--- src/rtl/isp_geom_pkg.sv ---
// Shared padded-raster geometry helpers and state encoding for the filter border stages.
package isp_geom_pkg;

  localparam int unsigned PIX_W = 24;
  localparam int unsigned CNT_W = 16;

  typedef enum logic [1:0] {IDLE, LEAD, GRID} geom_state_e;

  function automatic int unsigned border(input int unsigned ksize);
    return (ksize - 1) / 2;
  endfunction

  function automatic int unsigned pad_w(input int unsigned w, input int unsigned ksize);
    return w + 2 * border(ksize);
  endfunction

  function automatic int unsigned pad_h(input int unsigned h, input int unsigned ksize);
    return h + 2 * border(ksize);
  endfunction

  function automatic int unsigned total_beats(input int unsigned w, input int unsigned h,
                                              input int unsigned ksize, input int unsigned lead);
    return pad_w(w, ksize) * pad_h(h, ksize) + lead;
  endfunction

endpackage

--- src/rtl/raster_counter.sv ---
// Column/row position counter over a cols x rows raster; clr restarts at (0,0) and may
// coincide with inc, in which case the incoming beat is counted at (0,0).
module raster_counter
  import isp_geom_pkg::*;
#(
  parameter int unsigned cols = 6,
  parameter int unsigned rows = 5
) (
  input  logic             clk,
  input  logic             reset,
  input  logic             inc,
  input  logic             clr,
  output logic [CNT_W-1:0] col,
  output logic [CNT_W-1:0] row,
  output logic             last
);

  localparam logic [CNT_W-1:0] COL_LAST = CNT_W'(cols - 1);
  localparam logic [CNT_W-1:0] ROW_LAST = CNT_W'(rows - 1);

  logic [CNT_W-1:0] col_q, col_d, row_q, row_d, col_b, row_b;

  always_comb begin
    col_b = clr ? '0 : col_q;
    row_b = clr ? '0 : row_q;
    col_d = col_b;
    row_d = row_b;
    if (inc) begin
      if (col_b == COL_LAST) begin
        col_d = '0;
        row_d = (row_b == ROW_LAST) ? '0 : row_b + 1'b1;
      end else begin
        col_d = col_b + 1'b1;
      end
    end
  end

  always_ff @(posedge clk) begin
    if (!reset) begin
      col_q <= '0;
      row_q <= '0;
    end else begin
      col_q <= col_d;
      row_q <= row_d;
    end
  end

  assign col  = col_q;
  assign row  = row_q;
  assign last = (col_q == COL_LAST) && (row_q == ROW_LAST);

endmodule

--- src/rtl/filter_unpad.sv ---
// Strips border/pipeline-fill beats from the padded filter output stream and emits interior
// pixels with coordinates. Optional FILTER_UNPAD_CHECKSUM_EN adds a per-frame oChecksum.
module filter_unpad
  import isp_geom_pkg::*;
#(
  parameter int unsigned width       = 320,
  parameter int unsigned height      = 240,
  parameter int unsigned kernelSize  = 3,
  parameter int unsigned leadDiscard = 0
) (
  input  logic             clk,
  input  logic             reset,
  input  logic             newFrame,
  input  logic             iValid,
  input  logic [PIX_W-1:0] iData,
  output logic             oValid,
  output logic [PIX_W-1:0] oData,
  output logic [CNT_W-1:0] oX,
  output logic [CNT_W-1:0] oY,
  output logic             oDone,
`ifdef FILTER_UNPAD_CHECKSUM_EN
  output logic [31:0]      oChecksum,
`endif
  output logic             oAbort
);

  localparam int unsigned      B         = border(kernelSize);
  localparam int unsigned      PW        = pad_w(width, kernelSize);
  localparam int unsigned      PH        = pad_h(height, kernelSize);
  localparam logic [CNT_W-1:0] B16       = CNT_W'(B);
  localparam logic [CNT_W-1:0] XEND      = CNT_W'(B + width);
  localparam logic [CNT_W-1:0] YEND      = CNT_W'(B + height);
  localparam logic [CNT_W-1:0] XLAST     = CNT_W'(B + width - 1);
  localparam logic [CNT_W-1:0] YLAST     = CNT_W'(B + height - 1);
  localparam logic [CNT_W-1:0] LEAD_LAST = CNT_W'((leadDiscard > 0) ? leadDiscard - 1 : 0);

  geom_state_e      state_q, state_d;
  logic [CNT_W-1:0] lead_q, lead_d;
  logic [CNT_W-1:0] col, row;
  logic             last, final_beat, grid_inc, grid_clr, abort, interior;

  logic             oValid_q, oDone_q, oAbort_q;
  logic [PIX_W-1:0] oData_q;
  logic [CNT_W-1:0] oX_q, oY_q;

  raster_counter #(.cols(PW), .rows(PH)) u_raster (
    .clk  (clk),
    .reset(reset),
    .inc  (grid_inc),
    .clr  (grid_clr),
    .col  (col),
    .row  (row),
    .last (last)
  );

  assign final_beat = (state_q == GRID) && iValid && last;

  // newFrame coinciding with the final grid beat lets that beat finish and just re-arms.
  always_comb begin
    state_d  = state_q;
    lead_d   = lead_q;
    grid_inc = 1'b0;
    grid_clr = 1'b0;
    abort    = 1'b0;
    if (newFrame && !final_beat) begin
      abort    = (state_q != IDLE);
      grid_clr = 1'b1;
      lead_d   = '0;
      if (leadDiscard == 0) begin
        state_d  = GRID;
        grid_inc = iValid;
      end else if (iValid && leadDiscard == 1) begin
        state_d = GRID;
      end else begin
        state_d = LEAD;
        lead_d  = iValid ? CNT_W'(1) : '0;
      end
    end else begin
      unique case (state_q)
        LEAD: begin
          if (iValid) begin
            if (lead_q == LEAD_LAST) begin
              state_d = GRID;
              lead_d  = '0;
            end else begin
              lead_d = lead_q + 1'b1;
            end
          end
        end
        GRID: begin
          grid_inc = iValid;
          if (final_beat)
            state_d = newFrame ? ((leadDiscard == 0) ? GRID : LEAD) : IDLE;
        end
        default: ;
      endcase
    end
  end

  assign interior = grid_inc && !grid_clr &&
                    (col >= B16) && (col < XEND) && (row >= B16) && (row < YEND);

  always_ff @(posedge clk) begin
    if (!reset) begin
      state_q  <= IDLE;
      lead_q   <= '0;
      oValid_q <= 1'b0;
      oDone_q  <= 1'b0;
      oAbort_q <= 1'b0;
      oData_q  <= '0;
      oX_q     <= '0;
      oY_q     <= '0;
    end else begin
      state_q  <= state_d;
      lead_q   <= lead_d;
      oValid_q <= interior;
      oDone_q  <= interior && (col == XLAST) && (row == YLAST);
      oAbort_q <= abort;
      if (interior) begin
        oData_q <= iData;
        oX_q    <= col - B16;
        oY_q    <= row - B16;
      end
    end
  end

`ifdef FILTER_UNPAD_CHECKSUM_EN
  logic [31:0] sum_q;

  // Sum restarts at the first interior pixel so the previous total stays readable until then.
  always_ff @(posedge clk) begin
    if (!reset || abort) begin
      sum_q <= '0;
    end else if (interior) begin
      sum_q <= ((col == B16 && row == B16) ? 32'd0 : sum_q) + {8'b0, iData};
    end
  end

  assign oChecksum = sum_q;
`endif

  assign oValid = oValid_q;
  assign oData  = oData_q;
  assign oX     = oX_q;
  assign oY     = oY_q;
  assign oDone  = oDone_q;
  assign oAbort = oAbort_q;

endmodule

--- config.mk ---
export PLATFORM = sky130hd
export DESIGN_NAME = filter_unpad
export DESIGN_NICKNAME = d
export VERILOG_FILES = /design/src/rtl/isp_geom_pkg.sv /design/src/rtl/raster_counter.sv /design/src/rtl/filter_unpad.sv
export SDC_FILE = /design/constraint.sdc
export NUM_CORES = 1
export LEC_CHECK = 0
export CORE_MARGIN = 2
export CORE_UTILIZATION = 50
export CTS_BUF_LIST = sky130_fd_sc_hd__clkbuf_2
export DETAILED_ROUTE_END_ITERATION = 8
export DONT_BUFFER_PORTS = 1
export HOLD_SLACK_MARGIN = 0.12
export SLEW_MARGIN = 0
export SYNTH_ARGS = -nofsm -noshare
export SYNTH_HDL_FRONTEND = slang
export SYNTH_SLANG_ARGS = --single-unit
--- constraint.sdc ---
create_clock -name clk -period 3.9 [get_ports clk]
set_input_delay 0.78 -clock clk [delete_from_list [all_inputs] [get_ports clk]]
set_output_delay 0.78 -clock clk [all_outputs]
set_load 0.1 [all_outputs]
## Word level (Yosys, flattened, before mapping)

Index checks and enable logic that the tools add are counted.

- $add $sub $neg: 5
- Order comparisons: 4
- Equal/unequal tests: 14
- Multiplexer cells: 17
- Bitwise operators: 1
- Reductions and logical operators: 22

Operator list:

| kind | number |
|---|---|
| 2-to-1 mux 16 bit | 8 |
| adder 16 x 1 -> 16 bit (second input constant) | 3 |
| equality test 16 x 8 -> 1 bit (second input constant) | 3 |
| equality test 16 x 9 -> 1 bit (second input constant) | 3 |
| greater-or-equal comparator 16 x 1 -> 1 bit (second input constant) | 2 |
| subtractor 16 x 1 -> 16 bit (second input constant) | 2 |
| logical NOT 16 bit | 1 |
| less-than comparator 16 x 8 -> 1 bit (second input constant) | 1 |
| less-than comparator 16 x 9 -> 1 bit (second input constant) | 1 |
| logical AND 1 bit | 11 |
| 2-to-1 mux 2 bit | 5 |
| AND reduction 4 bit | 2 |
| inequality test 2 bit (second input constant) | 3 |
| inequality test 3 bit (second input constant) | 2 |
| case mux 2 bit (2 select lines) | 1 |
| AND reduction 2 bit | 2 |
| nonzero test 2 bit | 2 |
| 2-to-1 mux 1 bit | 3 |
| inequality test 3 x 2 -> 1 bit (second input constant) | 1 |
| nonzero test 3 bit | 1 |
| equality test 2 x 1 -> 1 bit (second input constant) | 1 |
| equality test 2 bit (second input constant) | 1 |
| logical NOT 1 bit | 2 |
| OR reduction 2 bit | 1 |
| NOT 1 bit | 1 |

- Register bits after elaboration: 109
- Bits of input ports: 28
- Word-level logic and storage cells: 74

## Logic depth before layout (Yosys ltp)

Gate-level depths: netlist of run 1.

- Depth after elaboration: 14
- Depth in mapped cells: 13

## Cells and area by module

A second synthesis of run 1 with hierarchy kept.

- Cell total of the unflattened synthesis: 502
- Area total of the unflattened synthesis: 4339.2 µm²

By module, submodules not included:

| module | instances | cells each | area each (µm²) | sequential area each (µm²) |
|---|---|---|---|---|
| filter_unpad | 1 | 302 | 2655.0 | 1201.2 |
| raster_counter | 1 | 200 | 1684.1 | 640.6 |

## Least setup slack after synthesis of run 1

No wires, ideal clock.

- Path type: flip-flop to flip-flop
- Start point: register u_raster.row_q[7] (netlist: u_raster.row[7])
- End point: register u_raster.row_q[10] (netlist: u_raster.row[10])
- Library setup time: 0.071 ns
- Data arrival time: 2.941 ns
- Data required time: 3.829 ns
- Path slack: 0.888 ns
- Stages on the path, launching flop included: 13
- Path buffers: 3
- Period minus slack after synthesis: 3.012 ns
- Cells stage by stage: dfxtp_1 > clkbuf_1 > and4_1 > nand4_1 > o41a_1 > buf_2 > clkbuf_1 > nor2_1 > ha_1 > nand2_1 > a211o_1 > or3_1 > a21oi_1

- Cells in the longest elaborated chain, start to end: 11
- Elaborated cells on any way between the ends: 15
- Those cells by class: add/sub: 1; eq/ne: 3; mux: 7; reduce/logical: 4

Ends and longest elaborated chain:

| element | RTL line | source |
|---|---|---|
| start: declaration | raster_counter.sv:21 | `logic [CNT_W-1:0] col_q, col_d, row_q, row_d, col_b, row_b;` |
| start signal: assignment | raster_counter.sv:44 | `row_q <= row_d;` |
| equality test 16 x 8 -> 1 bit | raster_counter.sv:50 | `assign last = (col_q == COL_LAST) && (row_q == ROW_LAST);` |
| logical AND 1 bit | raster_counter.sv:50 |  |
| logical AND 1 bit | filter_unpad.sv:56 | `assign final_beat = (state_q == GRID) && iValid && last;` |
| logical NOT 1 bit | filter_unpad.sv:65 | `if (newFrame && !final_beat) begin` |
| logical AND 1 bit | filter_unpad.sv:65 |  |
| 2-to-1 mux 1 bit | filter_unpad.sv:65 |  |
| 2-to-1 mux 16 bit | raster_counter.sv:25 | `row_b = clr ? '0 : row_q;` |
| adder 16 x 1 -> 16 bit / equality test 16 x 8 -> 1 bit (equally long branches) | raster_counter.sv:31 | `row_d = (row_b == ROW_LAST) ? '0 : row_b + 1'b1;` |
| 2-to-1 mux 16 bit | raster_counter.sv:31 |  |
| 2-to-1 mux 16 bit | raster_counter.sv:29 | `if (col_b == COL_LAST) begin` |
| 2-to-1 mux 16 bit (*) | raster_counter.sv:28 | `if (inc) begin` |

Every way passes the cells marked *; elsewhere a longest branch is shown, timed or not.
A chain may end at the register's enable or synchronous reset.

## Final worst setup path of run 1

- Start point: register u_raster.col_q[4] (netlist: u_raster.col[4])
- End point: register u_raster.row_q[10] (netlist: u_raster.row[10])

- Cells in the longest elaborated chain, start to end: 11
- Elaborated cells on any way between the ends: 15
- Those cells by class: add/sub: 1; eq/ne: 3; mux: 7; reduce/logical: 4

Ends and longest elaborated chain:

| element | RTL line | source |
|---|---|---|
| start: declaration | raster_counter.sv:21 |  |
| start signal: assignment | raster_counter.sv:43 | `col_q <= col_d;` |
| equality test 16 x 9 -> 1 bit | raster_counter.sv:50 |  |
| logical AND 1 bit | raster_counter.sv:50 |  |
| logical AND 1 bit | filter_unpad.sv:56 |  |
| logical NOT 1 bit | filter_unpad.sv:65 |  |
| logical AND 1 bit | filter_unpad.sv:65 |  |
| 2-to-1 mux 1 bit | filter_unpad.sv:65 |  |
| 2-to-1 mux 16 bit | raster_counter.sv:25 |  |
| adder 16 x 1 -> 16 bit / equality test 16 x 8 -> 1 bit (equally long branches) | raster_counter.sv:31 |  |
| 2-to-1 mux 16 bit | raster_counter.sv:31 |  |
| 2-to-1 mux 16 bit | raster_counter.sv:29 |  |
| 2-to-1 mux 16 bit (*) | raster_counter.sv:28 |  |

Marked as above.

==> out/metrics.csv, run 1 <==
stage,metric,value,unit
clocking,tritoncts,built,
routing,wl,10310,um
floorplanning,io_pins,87,
logic_synthesis,async_reset_ff_share,0,%
clocking,cts.clk_slew.worst_paths,0.29,ns
sta,grt_setup_unrepaired,no,
clocking,cts_root_buf,clkbuf_2,
job,drv_cap,0,
clocking,holdBufCountCts,0,
clocking,cts.sinks,92,
routing,drt_iter0_markers,155,
finish,final_cells,607,
routing,met3_length,779,um
routing,route.antenna.remaining_nets,0,
sta,finalHoldViolCount,0,
global_routing,grt_remaining_overflow,0,
logic_synthesis,ys.flop_type,dfxtp_1,
place,place_inst,591,
worst_setup_path,worst_setup_path_end_kind,flip-flop,
floorplanning,initial_core_util,51.58,%
sta,fmax,306.1,MHz
global_routing,grt_max_degree,72,
logic_synthesis,netlist.area_leader.share,40.95,%
finish,final_cell_mix,"dfxtp_1, nand2_1, nor2_1",
sta,fin_crit,3.267,ns
sta,tightestPinTransition,0.9925,ns
routing,wl_met2,4665,um
routing,highest_layer,met4,
sta,skew,0.03895,ns
worst_setup_path,worstPathRequired,4.41,ns
global_routing,antenna_found_initial,0,
power_and_ir_drop,peakVddDrop,0.0002074,V
sta,fin_tns_setup,0,ns
clocking,post_cts_buffers,0,
routing,dr.pass1.iters,5,
place,gp_congestion,0.8915,
place,dp_hpwl,7095,um
finish,nNetsFinal,531,
finish,n_antenna_cell,0,
floorplanning,die-area,9770,sq um
logic_synthesis,synth_edf_count,0,
routing,num_vias,3646,
logic_synthesis,yosysTopAreaCell,dfxtp_1,
global_routing,track_usage,21.13,%
floorplanning,die_height,98.85,um
clocking,clock_path_buffers,2,
worst_setup_path,cp-start-kind,flip-flop,
global_routing,grt_pass1_wl,17060,um
finish,area_growth_syn_to_layout,3.171,%
clocking,htree_levels,3,
worst_setup_path,crit_type,flip-flop to flip-flop,
logic_synthesis,synth.distinct_cells,57,
place,io_buffers,0,
power_and_ir_drop,p_sw_share,26.13,%
sta,setup_viol_count_final,0,
power_and_ir_drop,p_per_area,349.8,nW/um^2
clocking,clk_latency,0.57,ns
clocking,cts_buffers,9,
power_and_ir_drop,power_frac_clock,36.1,%
logic_synthesis,netlist_instances,519,
routing,drc,0,
logic_synthesis,synth_seq_cells,92,
sta,drv_slew,0,
power_and_ir_drop,p_seq_share,58.7,%
logic_synthesis,synth_seq_area_share,40.95,%
power_and_ir_drop,comb_power_share,5.3,%
status,status,"complete, no violations",
finish,num-fill-cells,822,
worst_setup_path,cp_max_fo,14,
logic_synthesis,synth_area,4498,sq um
floorplanning,core-area,8721,sq um
routing,wl_per_cell,16.99,um
clocking,cts_resized,0,
power_and_ir_drop,p_switching,424.2,uW
floorplanning,fp.dieW,98.85,um
sta,post-route-period-util,83.76,%
finish,layout-drive-gt1-share,7.415,%
global_routing,grt_pass1_vias,3591,
routing,wl_met1,4774,um
finish,final_common_cell,dfxtp_1,
logic_synthesis,syn_nets,556,
hold_path,hold_class,input port to flip-flop,
logic_synthesis,ys_warn_count,0,
power_and_ir_drop,p_int,1199,uW
worst_setup_path,worst-endpoint-arrival,3.78,ns
power_and_ir_drop,p_total,1624,uW
sta,slew_headroom,33.74,%
routing,viasPerCell,6.007,
logic_synthesis,syn_area_per_cell,8.667,sq um
floorplanning,rows,34,
logic_synthesis,synth_area_leaders,"dfxtp_1, nand2_1, mux2i_1",
power_and_ir_drop,power_leakage,0.001485,uW
[metrics by stage]
stage,instance area [sq um],utilization [%],hold WS (ns),setup slack (ns)
floorplan,4498,-,0.4500,0.8878
global route,4641,53.21,0.2435,0.3812
finish,4641,53.21,0.2924,0.6333
CTS,4641,53.21,0.2553,0.6361
global placement,4488,51.46,0.4647,0.8693
detailed placement,4488,51.46,0.4755,0.7324
[power by group through the flow]
stage	sequential, uW	combinational [uW]	clock (uW)
finish	953	85.3	586
CTS	953	85.5	600
global route	954	93.6	633
floorplan	968	74.4	0
global placement	969	84.8	0
detailed placement	969	85.0	0
[cells in the mapped netlist, types with 3 or more instances]
master,number
dfxtp_1,92
nand2_1,84
nor2_1,36
clkbuf_1,28
mux2i_1,28
xnor2_1,25
a31oi_1,22
a211oi_1,15
nand3_1,15
nor4_1,15
o21ai_0,14
buf_2,11
nor3_1,11
a21oi_1,10
inv_1,10
nand4_1,10
ha_1,9
or4_1,7
and4_1,5
o21a_1,5
o31ai_1,5
buf_6,4
or3_1,4
xor2_1,4
a21boi_0,3
and3_1,3
nor3b_1,3
[per-layer routing]
metal  vias to the layer above  track usage, %
met2                       111           33.94
met1                      1715           27.08
li1                       1814               -
met4                         0           8.114
met3                         6           5.816
met5                         -               0
[cell families (layout without fill, tap and decap cells)]
| kind of cell | Yosys count | after routing | share of synthesized area, % |
|---|---|---|---|
| fa+ha+maj | 9 | 9 | 2.504 |
| xor+xnor | 29 | 29 | 5.647 |
| flops | 92 | 92 | 40.95 |
| mux | 30 | 30 | 6.732 |
| simple gates | 211 | 211 | 23.98 |
| compound gates | 93 | 93 | 14.55 |
| buf+inv | 55 | 35 | 5.647 |
[worst max-delay path: stages (launching register included)]
cell	delay (ns)
dfxtp_1	0.51
nor4_4	0.40
nand4_1	0.14
buf_4	0.22
o41a_1	0.41
nor2_1	0.20
ha_1	0.21
nand2_1	0.21
a211o_1	0.38
or3_1	0.36
a21oi_1	0.15
[path summary, 6_finish.rpt]
kind	from	slack [ns]	cells after the start	endpoint
hold reg to reg	u_raster.col[15]$_SDFF_PN0_	0.51	2	u_raster.col[15]$_SDFF_PN0_
hold / removal	iData[9]	0.29	2	oData[9]$_SDFFE_PN0P_
setup reg to reg	u_raster.col[4]$_SDFF_PN0_	0.63	10	u_raster.row[10]$_SDFF_PN0_
setup / recovery	u_raster.col[4]$_SDFF_PN0_	0.63	10	u_raster.row[10]$_SDFF_PN0_
[area by class of cell]
type | instances | area [sq um] | area share (%)
Timing Repair Buffer | 8 | 60.06 | 1.294
Tap cell | 108 | 135.1 | 2.912
Inverter | 11 | 41.29 | 0.8897
Sequential cell | 92 | 1842 | 39.69
Clock buffer | 9 | 45.04 | 0.9706
Multi-Input combinational cell | 372 | 2410 | 51.93
Clock inverter | 7 | 107.6 | 2.319
[state kept, by name, summed over array words and instances, names as in the netlist]
name	cells
u_raster.row	16
oY	16
oDone	1
oAbort	1
state_q	1
oX	16
u_raster.col	16
oValid	1
oData	24
Power figures use the tool's default switching activity.
==> run 2, diff against run 1 <==
PLACE_DENSITY = 0.68   (was default)
clock period = 2.8 ns   (was 3.9 ns; I/O delays follow)
==> run 2 against run 1 <==
Clock power decreased by 2%; count of clock-buffer cells in the layout is the same; non-clock buffer count increased by 66; critical path depth unchanged; fmax is 22% higher; critical path type unchanged; critical endpoint unchanged.
==> out/metrics.csv, run 2 (synthesis gave the netlist of run 1 again) <==
stage,metric,value,unit,change
sta,tightestPinTransition,1.017,ns,+0.02478 ns
finish,largest_register_ffs,24,,unchanged
worst_setup_path,crit_path_end,u_raster.row[10]$_SDFF_PN0_,,
finish,n_antenna_cell,0,,unchanged
sta,post-route-period-util,95.89,%,+12 points
floorplanning,fp.dieW,98.85,um,unchanged
finish,final_common_cell,dfxtp_1,,
worst_setup_path,crit_type,flip-flop to flip-flop,,
routing,route.antenna.remaining_nets,0,,unchanged
routing,drc,0,,unchanged
global_routing,antenna_found_initial,0,,unchanged
clocking,cts.clk_slew.worst_paths,0.26,ns,-0.03 ns
worst_setup_path,r2r_end,u_raster.row[10]$_SDFF_PN0_,,
global_routing,grt_pass1_vias,3874,,+7.9%
floorplanning,core-area,8721,sq um,unchanged
sta,drv_slew,0,,unchanged
sta,setup_viol_count_final,0,,unchanged
routing,dr.pass1.iters,5,,unchanged
floorplanning,rows,34,,unchanged
routing,wl_per_cell,17.26,um,+1.6%
sta,slew_headroom,32.09,%,-1.7 points
clocking,htree_levels,3,,unchanged
floorplanning,initial_core_util,51.58,%,unchanged
clocking,cts_root_buf,clkbuf_2,,
power_and_ir_drop,peakVddDrop,0.0002145,V,+3.5%
worst_setup_path,r2r-start,u_raster.row[1]$_SDFF_PN0_,,
hold_path,hold_class,input port to flip-flop,,
worst_setup_path,worst_setup_path_end_kind,flip-flop,,
worst_setup_path,worstPathRequired,3.31,ns,-1.10 ns
worst_setup_path,reg2reg_slack,0.11,ns,-0.52 ns
place,dp_hpwl,7672,um,+8.1%
power_and_ir_drop,power_leakage,0.001811,uW,+22%
worst_setup_path,rr_worst_depth,10,,unchanged
sta,skew,0.03458,ns,-0.004374 ns
global_routing,grt_max_degree,40,,-44%
sta,fin_crit,2.685,ns,-0.5817 ns
place,gp_congestion,0.8768,,-1.6%
clocking,cts.sinks,92,,unchanged
sta,fin_tns_setup,0,ns,unchanged
routing,drt_iter0_markers,201,,+30%
sta,whs,0.1410,ns,-0.1514 ns
finish,nNetsFinal,597,,+12%
clocking,tritoncts,built,,
worst_setup_path,worst-endpoint-arrival,3.20,ns,-0.58 ns
finish,layout-drive-gt1-share,15.04,%,+7.6 points
floorplanning,die_height,98.85,um,unchanged
routing,viasPerCell,5.903,,-1.7%
finish,num-fill-cells,747,,-9.1%
clocking,cts_buffers,9,,unchanged
place,post_dp_cell_area,4797,sq um,+6.9%
routing,num_vias,3973,,+9.0%
global_routing,grt_remaining_overflow,0,,unchanged
finish,area_growth_syn_to_layout,17.13,%,
clocking,clock_path_buffers,2,,unchanged
floorplanning,io_pins,87,,unchanged
job,drv_cap,0,,unchanged
global_routing,grt_pass1_wl,18750,um,+9.9%
place,io_buffers,0,,unchanged
clocking,clk_latency,0.55,ns,-0.02 ns
global_routing,track_usage,23.54,%,+2.4 points
status,status,"complete, no violations",,
finish,final_cell_mix,"dfxtp_1, nand2_1, buf_4",,
worst_setup_path,cp-start-kind,flip-flop,,
power_and_ir_drop,p_per_area,396.8,nW/um^2,+13%
finish,postLayoutCoreUtil,60.42,%,+7.2 points
sta,finalHoldViolCount,0,,unchanged
worst_setup_path,cp_max_fo,7,,-7
floorplanning,die-area,9770,sq um,unchanged
finish,final_area,5269,sq um,+14%
routing,wl,11620,um,+13%
worst_setup_path,crit_start,u_raster.row[1]$_SDFF_PN0_,,
sta,fmax,372.4,MHz,+22%
-- run 2: cell count changes in the layout (fill, tap and decap cells not counted), sizes merged --
cell,previous run,this run
buf,8,44
dlygate4sd3,0,30
clkinv,2,6
bufinv,2,0
inv,13,11
-- run 2: how the worst min path moves through the flow --
stage | end | from | depth (start not counted)
3_3_place_gp | u_raster.col[15]$_SDFF_PN0_ | u_raster.col[15]$_SDFF_PN0_ | 2
4_1_cts | oY[11]$_SDFFE_PN0P_ | reset | 2
5_1_grt | oX[9]$_SDFFE_PN0P_ | reset | 2
2_1_floorplan | u_raster.col[15]$_SDFF_PN0_ | u_raster.col[15]$_SDFF_PN0_ | 2
6_report | oData[8]$_SDFFE_PN0P_ | iData[8] | 2
3_5_place_dp | u_raster.col[15]$_SDFF_PN0_ | u_raster.col[15]$_SDFF_PN0_ | 2
-- run 2: critical path: stages, from the launching register on --
cell and delay (ns):
dfxtp_2 0.41, inv_1 0.11, ha_1 0.23, nand3_1 0.21
o41a_1 0.45, nor2_4 0.15, ha_4 0.17, nand2_4 0.06
a211o_4 0.36, or3_1 0.35, a21oi_1 0.14
-- run 2: layout make-up --
| cell class | instances | area [sq um] | share of cell area (%) |
|---|---|---|---|
| Clock buffer | 9 | 45.04 | 0.8549 |
| Clock inverter | 7 | 42.54 | 0.8074 |
| Inverter | 11 | 41.29 | 0.7837 |
| Multi-Input combinational cell | 372 | 2501 | 47.47 |
| Sequential cell | 92 | 1848 | 35.07 |
| Tap cell | 108 | 135.1 | 2.565 |
| Timing Repair Buffer | 74 | 655.6 | 12.44 |
-- run 2: power by group --
group          internal (uW)  switching, uW  total (uW)
Clock                    113            464         577
Sequential              1320           6.32        1320
Combinational           82.8            108         191
-- run 2: through the flow --
| step | cells | worst slack, ns | total power [uW] |
|---|---|---|---|
| after floorplan | 519 | -0.07351 | 1458 |
| after global placement | 626 | 0.1849 | 1485 |
| after detailed placement | 626 | 0.09399 | 1487 |
| after CTS | 671 | 0.07598 | 2092 |
| after global routing | 673 | -0.01332 | 2169 |
| final | 673 | 0.1150 | 2091 |
-- run 2: per-layer routing --
layer	track usage, %	vias to the layer above	part of all wire [%]
met5	0	-	0
met4	5.796	0	0.90
met1	30.37	1871	44
li1	-	1946	-
met3	6.667	10	7.4
met2	39.03	146	48
-- run 2: timing repair --
action	4_1_cts	5_1_grt
hold endpoints to repair	31	10
resized for setup	0	13
buffers inserted	0	0
hold buffers	29	2
endpoints found under the setup margin	0	27
==> run 3, diff against run 2 <==
HOLD_SLACK_MARGIN = default   (was 0.12)
SETUP_SLACK_MARGIN = 0.2   (was default)
SLEW_MARGIN = 10   (was 0)
==> run 3 against run 2 <==
Sequential power hardly changed; sequential cell count stayed put; sequential share of layout area is 0.51 points higher; utilization is 0.50 points lower; critical endpoint unchanged; non-clock buffer count is 15 lower; combinational power is 25% lower; design area is 0.83% lower; global-route usage is 0.69 points lower.
==> out/metrics.csv, run 3 (synthesis gave the netlist of run 1 again) <==
stage,metric,value,unit,change
power_and_ir_drop,power_frac_clock,31.9,%,+4.3 points
job,drv_cap,0,,unchanged
place,dp_hpwl,7653,um,-0.25%
finish,final_common_cell,dfxtp_1,,
sta,fin_tns_setup,0,ns,unchanged
clocking,cts.clk_slew.worst_paths,0.26,ns,about the same
worst_setup_path,worst_setup_path_end_kind,flip-flop,,
floorplanning,initial_core_util,51.58,%,unchanged
floorplanning,rows,34,,unchanged
power_and_ir_drop,power_leakage,0.001819,uW,+0.45%
finish,final_cell_mix,"dfxtp_1, nand2_1, buf_4",,
sta,drv_slew,0,,unchanged
floorplanning,die_height,98.85,um,unchanged
power_and_ir_drop,comb_power_share,6.7,%,-2.4 points
status,status,"complete, no violations",,
routing,route.antenna.remaining_nets,0,,unchanged
clocking,cts.sinks,92,,unchanged
finish,area_growth_syn_to_layout,16.16,%,
worst_setup_path,r2r-start,u_raster.col[12]$_SDFF_PN0_,,
clocking,cts_buffers,9,,unchanged
sta,finalHoldViolCount,0,,unchanged
routing,viasPerCell,5.922,,+0.32%
routing,drt_iter0_markers,190,,-5.5%
global_routing,grt_max_degree,72,,+80%
sta,skew,0.02465,ns,-0.009931 ns
power_and_ir_drop,p_seq_share,61.4,%,-1.9 points
routing,wl,11060,um,-4.8%
sta,fin_crit,2.671,ns,-0.01420 ns
routing,dr.pass1.iters,4,,-1
worst_setup_path,crit_type,flip-flop to flip-flop,,
floorplanning,io_pins,87,,unchanged
finish,n_antenna_cell,0,,unchanged
routing,num_vias,3897,,-1.9%
finish,postLayoutCoreUtil,59.91,%,-0.50 points
sta,post-route-period-util,95.39,%,-0.51 points
power_and_ir_drop,p_int,1579,uW,+4.4%
sta,fmax,374.4,MHz,+0.53%
finish,nNetsFinal,582,,-2.5%
clocking,tritoncts,built,,
routing,drc,0,,unchanged
floorplanning,die-area,9770,sq um,unchanged
routing,wl_per_cell,16.81,um,-2.6%
worst_setup_path,crit_path_end,u_raster.row[10]$_SDFF_PN0_,,
place,gp_congestion,0.8539,,-2.6%
sta,slew_headroom,32.48,%,+0.38 points
worst_setup_path,worst-endpoint-arrival,3.19,ns,about the same
finish,largest_register_ffs,24,,unchanged
clocking,htree_levels,3,,unchanged
global_routing,grt_pass1_wl,18240,um,-2.8%
global_routing,track_usage,22.85,%,-0.69 points
clocking,cts_root_buf,clkbuf_2,,
global_routing,grt_remaining_overflow,0,,unchanged
power_and_ir_drop,p_sw_share,26.54,%,-1.1 points
floorplanning,core-area,8721,sq um,unchanged
sta,grt_setup_unrepaired,yes,,
clocking,clk_latency,0.58,ns,+0.03 ns
sta,setup_viol_count_final,0,,unchanged
global_routing,antenna_found_initial,0,,unchanged
worst_setup_path,reg2reg_slack,0.13,ns,about the same
worst_setup_path,cp_max_fo,10,,+3
global_routing,grt_pass1_vias,3829,,-1.2%
place,io_buffers,0,,unchanged
clocking,clock_path_buffers,2,,unchanged
finish,layout-drive-gt1-share,20.18,%,+5.1 points
power_and_ir_drop,p_switching,570.7,uW,-1.3%
power_and_ir_drop,p_total,2150,uW,+2.8%
floorplanning,fp.dieW,98.85,um,unchanged
power_and_ir_drop,peakVddDrop,0.0002374,V,+11%
worst_setup_path,crit_start,u_raster.col[12]$_SDFF_PN0_,,
worst_setup_path,r2r_end,u_raster.row[10]$_SDFF_PN0_,,
sta,tightestPinTransition,1.011,ns,-0.005763 ns
worst_setup_path,rr_worst_depth,9,,-1
worst_setup_path,worstPathRequired,3.32,ns,about the same
power_and_ir_drop,p_per_area,411.5,nW/um^2,+3.7%
worst_setup_path,cp-start-kind,flip-flop,,
hold_path,hold_class,input port to flip-flop,,
## run 3: changes by cell type in the layout (fill, tap and decap cells not counted), sizes merged
cell and delta:
dlygate4sd3 -26, buf +11, clkinv -3, bufinv +1
clkinvlp +1, inv +1
## run 3: stage by stage
step,setup WS (ns),instance area (sq um),hold slack (ns),cells
6_report,0.1292,5225,0.07766,658
5_1_grt,0.03487,5225,0.005076,658
4_1_cts,0.1849,5060,0.03091,648
3_5_place_dp,0.02746,4815,0.4857,626
3_3_place_gp,0.1335,4815,0.4713,626
2_1_floorplan,-0.07302,4599,0.4515,519
## run 3: repair_timing
item | CTS | global route
pin swaps | 11 | 13
endpoints found under the hold margin | 0 | 4
gates resized for setup | 19 | 16
hold buffers | 0 | 4
setup buffers | 6 | 6
endpoints found under the setup margin | 29 | 84
## run 3: worst max-delay path, cell delays in order, from the launching register on
cell,delay (ns)
dfxtp_4,0.41
nor4_4,0.28
nand4_1,0.19
o41a_1,0.53
nor2_4,0.14
ha_4,0.19
nand2_8,0.08
a211o_4,0.32
or3_1,0.35
a21oi_1,0.13
## run 3: final cells by class
cell class / instances / area (sq um)
repair buffers: 59 / 469.2
inverters: 11 / 45.04
fillers: 756 / 3496
flip-flops and latches: 92 / 1859
clock buffers: 9 / 45.04
clock inverters: 7 / 72.57
multi-input cells: 372 / 2599
well taps: 108 / 135.1
## run 3: worst min-delay path by stage
| stage | start | to | slack, ns | cells past startpoint |
|---|---|---|---|---|
| after global placement | u_raster.col[15]$_SDFF_PN0_ | u_raster.col[15]$_SDFF_PN0_ | 0.47 | 2 |
| after detailed placement | u_raster.col[15]$_SDFF_PN0_ | u_raster.col[15]$_SDFF_PN0_ | 0.49 | 2 |
| after floorplan | u_raster.col[15]$_SDFF_PN0_ | u_raster.col[15]$_SDFF_PN0_ | 0.45 | 2 |
| after CTS | iData[5] | oData[5]$_SDFFE_PN0P_ | 0.03 | 2 |
| after global routing | iData[9] | oData[9]$_SDFFE_PN0P_ | 0.005 | 2 |
| final | iData[9] | oData[9]$_SDFFE_PN0P_ | 0.08 | 2 |
## run 3: power groups by stage
stage               sequential (uW)  combinational (uW)  clock (uW)
CTS                            1320                 136         704
detailed placement             1350                 132           0
floorplan                      1350                 112           0
global route                   1320                 156         760
finish                         1320                 143         686
global placement               1350                 130           0
## run 3: per-layer routing
| metal | wire, um | vias to the layer above | global-route usage (%) | share of wire, % |
|---|---|---|---|---|
| li1 | - | 1921 | - | - |
| met1 | 4829 | 1803 | 29.69 | 44 |
| met2 | 5051 | 159 | 36.02 | 46 |
| met3 | 1008 | 14 | 6.170 | 9.1 |
| met4 | 171 | 0 | 9.378 | 1.5 |
| met5 | 0 | - | 0 | 0 |
